**src/rtl/bp_pkg.sv**
```systemverilog
// Shared types and constants for the branch predictor: the 2-bit direction
// counter encoding and the per-entry bookkeeping state.
package bp_pkg;

    // Direction counter; bit 1 set means "predict taken"
    typedef enum logic [1:0] {
        CTR_STRONG_NT = 2'b00,
        CTR_WEAK_NT   = 2'b01,
        CTR_WEAK_T    = 2'b10,
        CTR_STRONG_T  = 2'b11
    } bp_ctr_e;

    // Counter value every entry returns to on reset
    localparam bp_ctr_e CTR_RESET = CTR_WEAK_NT;

    // Counter value given to a freshly allocated entry
    localparam bp_ctr_e CTR_ALLOC = CTR_WEAK_T;

    // Per-entry state whose width does not depend on the module parameters.
    // The tag and target widths follow DATA_WIDTH/ENTRIES, so those fields
    // live in parallel arrays inside branch_predictor, indexed the same way.
    typedef struct packed {
        logic    valid;
        bp_ctr_e ctr;
    } bp_entry_t;

endpackage

```
**src/rtl/bp_sat_counter.sv**
```systemverilog
// 2-bit saturating counter next-state: moves one step toward strong-taken
// on a taken outcome and toward strong-not-taken otherwise, holding at
// either end.
module bp_sat_counter
    import bp_pkg::*;
(
    input  bp_ctr_e i_ctr,
    input  logic    i_taken,
    output bp_ctr_e o_ctr
);

    // Step the counter one state in the resolved direction, saturating
    always_comb begin
        o_ctr = i_ctr;
        case (i_ctr)
            CTR_STRONG_NT: o_ctr = i_taken ? CTR_WEAK_NT  : CTR_STRONG_NT;
            CTR_WEAK_NT:   o_ctr = i_taken ? CTR_WEAK_T   : CTR_STRONG_NT;
            CTR_WEAK_T:    o_ctr = i_taken ? CTR_STRONG_T : CTR_WEAK_NT;
            CTR_STRONG_T:  o_ctr = i_taken ? CTR_STRONG_T : CTR_WEAK_T;
            default:       o_ctr = CTR_RESET;
        endcase
    end

endmodule

```
**src/rtl/branch_predictor.sv**
```systemverilog
// Direct-mapped branch target buffer with 2-bit direction counters.
// Lookup is combinational on PC; the execute stage trains the table on the
// clock edge where upd_valid is high. Reset (rst) is asynchronous, active-low.
// Optional feature: define BP_STATS_EN to add the 32-bit stat_branches and
// stat_mispredicts counters.
module branch_predictor
    import bp_pkg::*;
#(
    parameter int DATA_WIDTH = 32,
    parameter int ENTRIES    = 16
) (
    input  logic                  clk,
    input  logic                  rst,
    input  logic [DATA_WIDTH-1:0] PC,
    output logic                  predict_taken,
    output logic [DATA_WIDTH-1:0] branch_target,
    input  logic                  upd_valid,
    input  logic [DATA_WIDTH-1:0] upd_PC,
    input  logic                  upd_taken,
    input  logic [DATA_WIDTH-1:0] upd_target,
    input  logic                  upd_mispredict
`ifdef BP_STATS_EN
    ,
    output logic [31:0]           stat_branches,
    output logic [31:0]           stat_mispredicts
`endif
);

    localparam int IDX_W = $clog2(ENTRIES);
    localparam int TAG_W = DATA_WIDTH - IDX_W - 2;

    // Table kept as plain registers so the asynchronous reset clears it at once
    bp_entry_t               r_state  [ENTRIES];
    logic [TAG_W-1:0]        r_tag    [ENTRIES];
    logic [DATA_WIDTH-1:0]   r_target [ENTRIES];

    logic [IDX_W-1:0]        w_lkIdx;
    logic [TAG_W-1:0]        w_lkTag;
    logic                    w_lkHit;

    logic [IDX_W-1:0]        w_updIdx;
    logic [TAG_W-1:0]        w_updTag;
    logic                    w_updHit;
    bp_ctr_e                 w_nextCtr;

    // Instruction addresses are word aligned, so the low two bits never
    // take part in indexing or tagging
    logic                    w_unusedLowBits;
    assign w_unusedLowBits = ^{PC[1:0], upd_PC[1:0]};

    assign w_lkIdx  = PC[IDX_W+1:2];
    assign w_lkTag  = PC[DATA_WIDTH-1:IDX_W+2];
    assign w_lkHit  = r_state[w_lkIdx].valid && (r_tag[w_lkIdx] == w_lkTag);

    assign w_updIdx = upd_PC[IDX_W+1:2];
    assign w_updTag = upd_PC[DATA_WIDTH-1:IDX_W+2];
    assign w_updHit = r_state[w_updIdx].valid && (r_tag[w_updIdx] == w_updTag);

    // Lookup reads the registered table, so a same-cycle update to the same
    // index is only seen from the following cycle
    assign predict_taken = w_lkHit && r_state[w_lkIdx].ctr[1];
    assign branch_target = w_lkHit ? r_target[w_lkIdx] : '0;

    bp_sat_counter u_satCounter (
        .i_ctr   (r_state[w_updIdx].ctr),
        .i_taken (upd_taken),
        .o_ctr   (w_nextCtr)
    );

    // Train the table: update on hit, allocate on a taken miss, ignore a not-taken miss
    always_ff @(posedge clk or negedge rst) begin
        if (!rst) begin
            for (int i = 0; i < ENTRIES; i++) begin
                r_state[i]  <= '{valid: 1'b0, ctr: CTR_RESET};
                r_tag[i]    <= '0;
                r_target[i] <= '0;
            end
        end else if (upd_valid) begin
            if (w_updHit) begin
                r_state[w_updIdx].ctr <= w_nextCtr;
                if (upd_taken) begin
                    r_target[w_updIdx] <= upd_target;
                end
            end else if (upd_taken) begin
                r_state[w_updIdx]  <= '{valid: 1'b1, ctr: CTR_ALLOC};
                r_tag[w_updIdx]    <= w_updTag;
                r_target[w_updIdx] <= upd_target;
            end
        end
    end

`ifdef BP_STATS_EN
    logic [31:0] r_statBranches;
    logic [31:0] r_statMispredicts;

    // Count resolved branches and flagged mispredicts; both wrap naturally
    always_ff @(posedge clk or negedge rst) begin
        if (!rst) begin
            r_statBranches    <= '0;
            r_statMispredicts <= '0;
        end else if (upd_valid) begin
            r_statBranches <= r_statBranches + 32'd1;
            if (upd_mispredict) begin
                r_statMispredicts <= r_statMispredicts + 32'd1;
            end
        end
    end

    assign stat_branches    = r_statBranches;
    assign stat_mispredicts = r_statMispredicts;
`else
    // The mispredict flag only feeds the statistics counters
    logic w_unusedMispredict;
    assign w_unusedMispredict = upd_mispredict;
`endif

endmodule
```
**config.mk**
```make
export PLATFORM = sky130hd
export DESIGN_NAME = branch_predictor
export DESIGN_NICKNAME = d
export VERILOG_FILES = /design/src/rtl/bp_pkg.sv /design/src/rtl/bp_sat_counter.sv /design/src/rtl/branch_predictor.sv
export SDC_FILE = /design/constraint.sdc
export NUM_CORES = 1
export LEC_CHECK = 0
export CAP_MARGIN = 40
export CORE_MARGIN = 2
export CORE_UTILIZATION = 45
export DETAILED_ROUTE_END_ITERATION = 10
export HOLD_SLACK_MARGIN = 0.02
export MAX_ROUTING_LAYER = met4
export PLACE_DENSITY = 0.57
export RECOVER_POWER = 50
export REMOVE_ABC_BUFFERS = 1
export SYNTH_ARGS = -nofsm -noshare
export SYNTH_HDL_FRONTEND = slang
export SYNTH_SLANG_ARGS = --single-unit
```
**constraint.sdc**
```tcl
create_clock -name clk -period 6.8 [get_ports clk]
set_input_delay 0.68 -clock clk [delete_from_list [all_inputs] [get_ports clk]]
set_output_delay 0.68 -clock clk [all_outputs]
set_load 0.01 [all_outputs]
```
Yosys cells after proc, flatten, opt, wreduce, memory -nomap -nowiden
Index checks and enable logic that the tools add are counted.
{"block": "totals", "register_bits": 976, "latch_bits": 0, "mem_bits_rw": 0, "romBits": 0, "input_bits": 101, "output_inout_bits": 33, "n_memories": 0}
{"block": "op_classes", "addsub": 0, "multipliers": 0, "n_div": 0, "magnitude_cmp": 3, "eq_ne": 5, "shifts": 0, "mux": 34, "bitwise": 6, "reduce_logical": 9}
{"cell": "bitwise mux 512 bit", "count": 1}
{"cell": "bitwise mux 416 bit", "count": 1}
{"cell": "binary-select mux 26 bit (select 4 bit)", "count": 2}
{"cell": "two-way mux 26 bit", "count": 5}
{"cell": "binary-select mux 32 bit (select 4 bit)", "count": 1}
{"cell": "demux 32 bit (select 4 bit)", "count": 1}
{"cell": "two-way mux 32 bit", "count": 4}
{"cell": "demux 26 bit (select 4 bit)", "count": 1}
{"cell": "two-way mux 48 bit", "count": 2}
{"cell": "equality test 26 bit", "count": 2}
{"cell": "bitwise mux 48 bit", "count": 1}
{"cell": "OR 32 bit", "count": 1}
{"cell": "binary-select mux 3 bit (select 4 bit)", "count": 2}
{"cell": "demux 3 bit (select 4 bit)", "count": 2}
{"cell": "bitwise AND 16 bit", "count": 1}
{"cell": "inverter 16 bit", "count": 1}
{"cell": "two-way mux 3 bit", "count": 5}
{"cell": "greater-or-equal comparator 5 bit (second input constant)", "count": 2}
{"cell": "inverter 4 -> 5 bit", "count": 2}
{"cell": "one-hot mux 2 bit (4 select lines)", "count": 1}
{"cell": "two-way mux 2 bit", "count": 3}
{"cell": "less-than comparator 5 x 1 -> 1 bit (second input constant)", "count": 1}
{"cell": "equality test 2 bit (second input constant)", "count": 2}
{"cell": "logical AND 1 bit", "count": 4}
{"cell": "7 further kinds", "count": 9}

Logic depth before layout (Yosys ltp)
{"block": "depth", "ltp_word": 9, "mapped_depth": 16}

By module
From an unflattened synthesis, not the netlist that was laid out.
{"block": "hier_totals", "hier_cells": 4013, "hier_area_um2": 49389.9}
{"module": "branch_predictor", "n_inst": 1, "cells_each": 4010, "area_per_inst_um2": 49363.6, "seq_area_each_um2": 24443.4}
{"module": "bp_sat_counter", "n_inst": 1, "cells_each": 3, "area_per_inst_um2": 26.3, "seq_area_each_um2": 0.0}

Worst setup path after synthesis
Ideal clock, no wire load.
{"block": "synth_timing", "path_kind": "input to output", "startpoint": "in PC[2]", "endpoint": "out branch_target[10]", "arrival_ns": 3.738, "required_time_ns": 6.120, "path_slack_ns": 2.382, "path_stages": 10, "path_cell_list": "clkbuf_1 buf_2 buf_1 mux4_2 mux4_2 xor2_1 nor4_1 nand4_1 clkbuf_1 nor2b_1"}
{"block": "synth_via", "elab_chain_len": 7, "elab_cells_between_ends": 13, "cone_classes": "eq/ne: 1; mux: 10; bitwise: 1; reduce/logical: 1"}
{"element": "start: declaration", "line": "branch_predictor.sv:14", "source": "input logic [DATA_WIDTH-1:0] PC,"}
{"element": "inverter 4 -> 5 bit (implied by the code) *", "line": "branch_predictor.sv:53, branch_predictor.sv:62"}
{"element": "binary-select mux 26 bit (select 4 bit)", "line": "branch_predictor.sv:53", "source": "assign w_lkHit = r_state[w_lkIdx].valid && (r_tag[w_lkIdx] == w_lkTag);"}
{"element": "two-way mux 26 bit (implied by the code) (2 in series)", "line": "branch_predictor.sv:53"}
{"element": "equality test 26 bit", "line": "branch_predictor.sv:53"}
{"element": "logical AND 1 bit", "line": "branch_predictor.sv:53"}
{"element": "two-way mux 32 bit *", "line": "branch_predictor.sv:62", "source": "assign branch_target = w_lkHit ? r_target[w_lkIdx] : '0;"}
{"element": "end: declaration", "line": "branch_predictor.sv:16", "source": "output logic [DATA_WIDTH-1:0] branch_target,"}
Every way passes the cells marked *; elsewhere a longest branch is shown, timed or not. The select of a mux whose other input is x is not followed.

Worst setup path after layout
{"block": "layout_timing", "startpoint": "in PC[2]", "endpoint": "out branch_target[21]"}
The elaborated chain is that of the path after synthesis.

==> results.sh <==
export IMPL_status="finished, violations left"
export IMPL_violations="max-capacitance violations, max-slew violations"
export IMPL_path_max_fanout=40
export IMPL_drive_gt1_share_pct=38.4
export IMPL_cts_tree="built"
export IMPL_viasPerCell=5.92
export IMPL_startpoint_type="input pin"
export IMPL_port_buffers=128
export IMPL_core_area_um2=109000
export IMPL_drt_drc_violations_left=0
export IMPL_die_area_um2=112000
export IMPL_design_area_um2=55800
export IMPL_die_w_um=335
export IMPL_comb_power_share_pct=18.2
export IMPL_final_setup_tns_ps=0
export IMPL_hold_path_class="flop to flop"
export IMPL_ys_flop_type="dfrtp_1"
export IMPL_maxCapViolations=3
export IMPL_routed_wl_um=139000
export IMPL_cts_max_level=3
export IMPL_met2_usage_pct=40.5
export IMPL_clkPwrFrac_pct=36.8
export IMPL_place_congestion=0.816
export IMPL_p_switching_uw=4370
export IMPL_grt_ovfl_total=0
export IMPL_start_util_pct=45.4
export IMPL_grt_first_pass_wirelength_um=212000
export IMPL_cts_buffers=109
export IMPL_synth_warnings=0
export IMPL_p_int_uw=12500
export IMPL_root_buffer="clkbuf_16"
export IMPL_post_cts_setup_buffer_count=0
export IMPL_ant_nets=0
export IMPL_fin_skew_ps=28.9
export IMPL_worst_setup_path_end_kind="output port"
export IMPL_fin_crit_ps=5460
export IMPL_cts_resized=0
export IMPL_hold_buffers=0
export IMPL_ir_drop_v=0.000200
export IMPL_clock_fmax_ghz=0.183
export IMPL_clockBufferDepth=3
export IMPL_fill_cells=9285
export IMPL_routed_via_count=30522
export IMPL_synth_distinct_cells=64
export IMPL_area_growth_pct=13.3
export IMPL_swShare_pct=25.9
export IMPL_netlist_instances=3604
export IMPL_grt_use_total_pct=26.0
export IMPL_antenna_found_initial=9
export IMPL_worstPathArrival_ps=4780
export IMPL_relSlewSlack_pct=-287
export IMPL_final_cell_mix="dfrtp_1 (960), nand2_1 (798), mux2_2 (560), mux4_2 (385), mux2_4 (133)"
export IMPL_p_per_area_nw_per_um2=302
export IMPL_grt_use_met3_pct=4.34
export IMPL_period_share_pct=80.3
export IMPL_seqPwrFrac_pct=45.0
export IMPL_place_area_um2=52100
export IMPL_rsz0062_at_grt="no"
export IMPL_grt_use_met1_pct=35.8
export IMPL_maxSlewViolCount=158
export IMPL_cts_sink_count=976
export IMPL_cp_cell_sequence="buf_8 > buf_4 > mux4_2 > mux4_2 > xor2_1 > nor4_1 > nand4_1 > buf_4 > nor2b_1 > clkdlybuf4s50_1"
export IMPL_cp_slowest_stage_delay_ps=570
export IMPL_cp_required_ps=6120
export IMPL_num_io_pins=134
export IMPL_nets=3740
export IMPL_yosys_area_top_type="dfrtp_1"
export IMPL_wl_per_cell_um=27.0
export IMPL_syn_area_per_cell_um2=13.7
export IMPL_synth_seq_cells=976
export IMPL_busiest_layer="met2"
export IMPL_synth_seq_area_share_pct=49.6
export IMPL_first_global_vias=31784
export IMPL_cts_clk_slew_worst_paths_ps=60
export IMPL_die_height_um=335
export IMPL_critPathSlowestCell="mux4_2"
export IMPL_final_common_cell="dfrtp_1"
export IMPL_yosys_area_top_type_share_pct=48.7
export IMPL_synth_area_top_cells="dfrtp_1 (49%), mux4_2 (18%), mux2_2 (13%)"
export IMPL_power_uw=16900
export IMPL_clk_latency_ps=710
export IMPL_grt_max_degree=169
export IMPL_p_leak_uw=0.0248
export IMPL_register_area_um2=24400
export IMPL_critPathKind="input pin to output port"
export IMPL_multi_input_area_um2=23500
export IMPL_final_setup_viol_count=0
export IMPL_ys_async_sr_fraction_pct=100
export IMPL_syn_cell_area_um2=49300
export IMPL_finalHoldViolCount=0
export IMPL_drt_pass1_iterations=5
export IMPL_rows=121
export IMPL_worstMarginPinSlew_ps=5800
export IMPL_drt_first_iter_violations=2399
export IMPL_synth_edff_count=0
export IMPL_place_hpwl_um=77500
layer usage:
metal,share of wire [%],wire [um]
met5,0,0
met4,2.6,3560
met1,44,61300
met2,48,67000
met3,5.4,7500
synth_stat cells, drive strengths merged (6+ instances only):
cell and n:
o21ai 10, nand2 809, xor2 22, mux4 394, or2 17, and3 9, dfstp 16, a211oi 6
a21oi 33, a31o 10, dfrtp 960, mux2i 67, clkbuf 194, a311oi 10, a22oi 9, nor2 44
inv 18, mux2 694, buf 112, nand4 12, a31oi 13, a221oi 8, xnor2 32, nor2b 42
o22ai 15, nor4 7
kinds of logic (layout without fill, tap and decap cells):
group | count (synthesis) | after routing | synth area share [%]
other cells | 0 | 10 | 0
xor+xnor | 54 | 54 | 0.959
mux | 1155 | 1155 | 36.3
simple gates | 961 | 961 | 7.90
fa+ha+maj | 1 | 1 | 0.0203
compound gates | 133 | 133 | 2.08
buf+inv | 324 | 448 | 3.17
flops | 976 | 976 | 49.6
through the flow:
stage | worst slack (ps) | cells | util [%] | hold slack [ps]
CTS | 1250 | 5142 | 51.4 | 38.1
finish | 1340 | 5152 | 51.4 | 468
detailed placement | 1270 | 4942 | 47.9 | 457
global route | 576 | 5150 | 51.4 | 487
global placement | 1350 | 4939 | 47.8 | 454
floorplan | 105 | 3298 | - | 384
final cells by class:
cell class	count	area share (%)
sequential	976	43.8
multi-input combinational	2304	42.1
clock buffer	167	5.91
timing repair buffer	230	4.04
tap	1414	3.17
clock inverter	33	0.887
inverter	18	0.121
antenna	10	0.0448
state kept, by name, summed over array words and instances, names as in the netlist:
name / count
r_state: 48
r_tag: 416
r_target: 512
critical path, delay by kind of cell:
| family | cells | cell delay, ps |
|---|---|---|
| AND/OR/NAND/NOR | 3 | 830 |
| buffers and inverters | 4 | 1750 |
| XOR/XNOR | 1 | 210 |
| multiplexers | 2 | 1070 |
path summary, 6_finish.rpt:
kind,endpoint,depth (start not counted),startpoint,slack [ps]
setup reg to reg,r_tag[123],12,r_tag[127],2570
hold reg to reg,r_target[304],2,r_target[304],470
setup / recovery,branch_target[21],10,PC[2],1340
max in group asynchronous,r_tag[186],1,rst,1410
min in group asynchronous,r_tag[335],1,rst,2120
hold / removal,r_target[304],2,r_target[304],470
power by group through the flow:
stage	sequential (uW)	combinational, uW	clock [uW]
floorplan	7440	2210	0
global route	7730	3330	6560
global placement	7640	3040	0
finish	7590	3070	6200
CTS	7580	3110	6320
detailed placement	7670	3100	0
No activity file was read; power rests on OpenSTA's default activity.
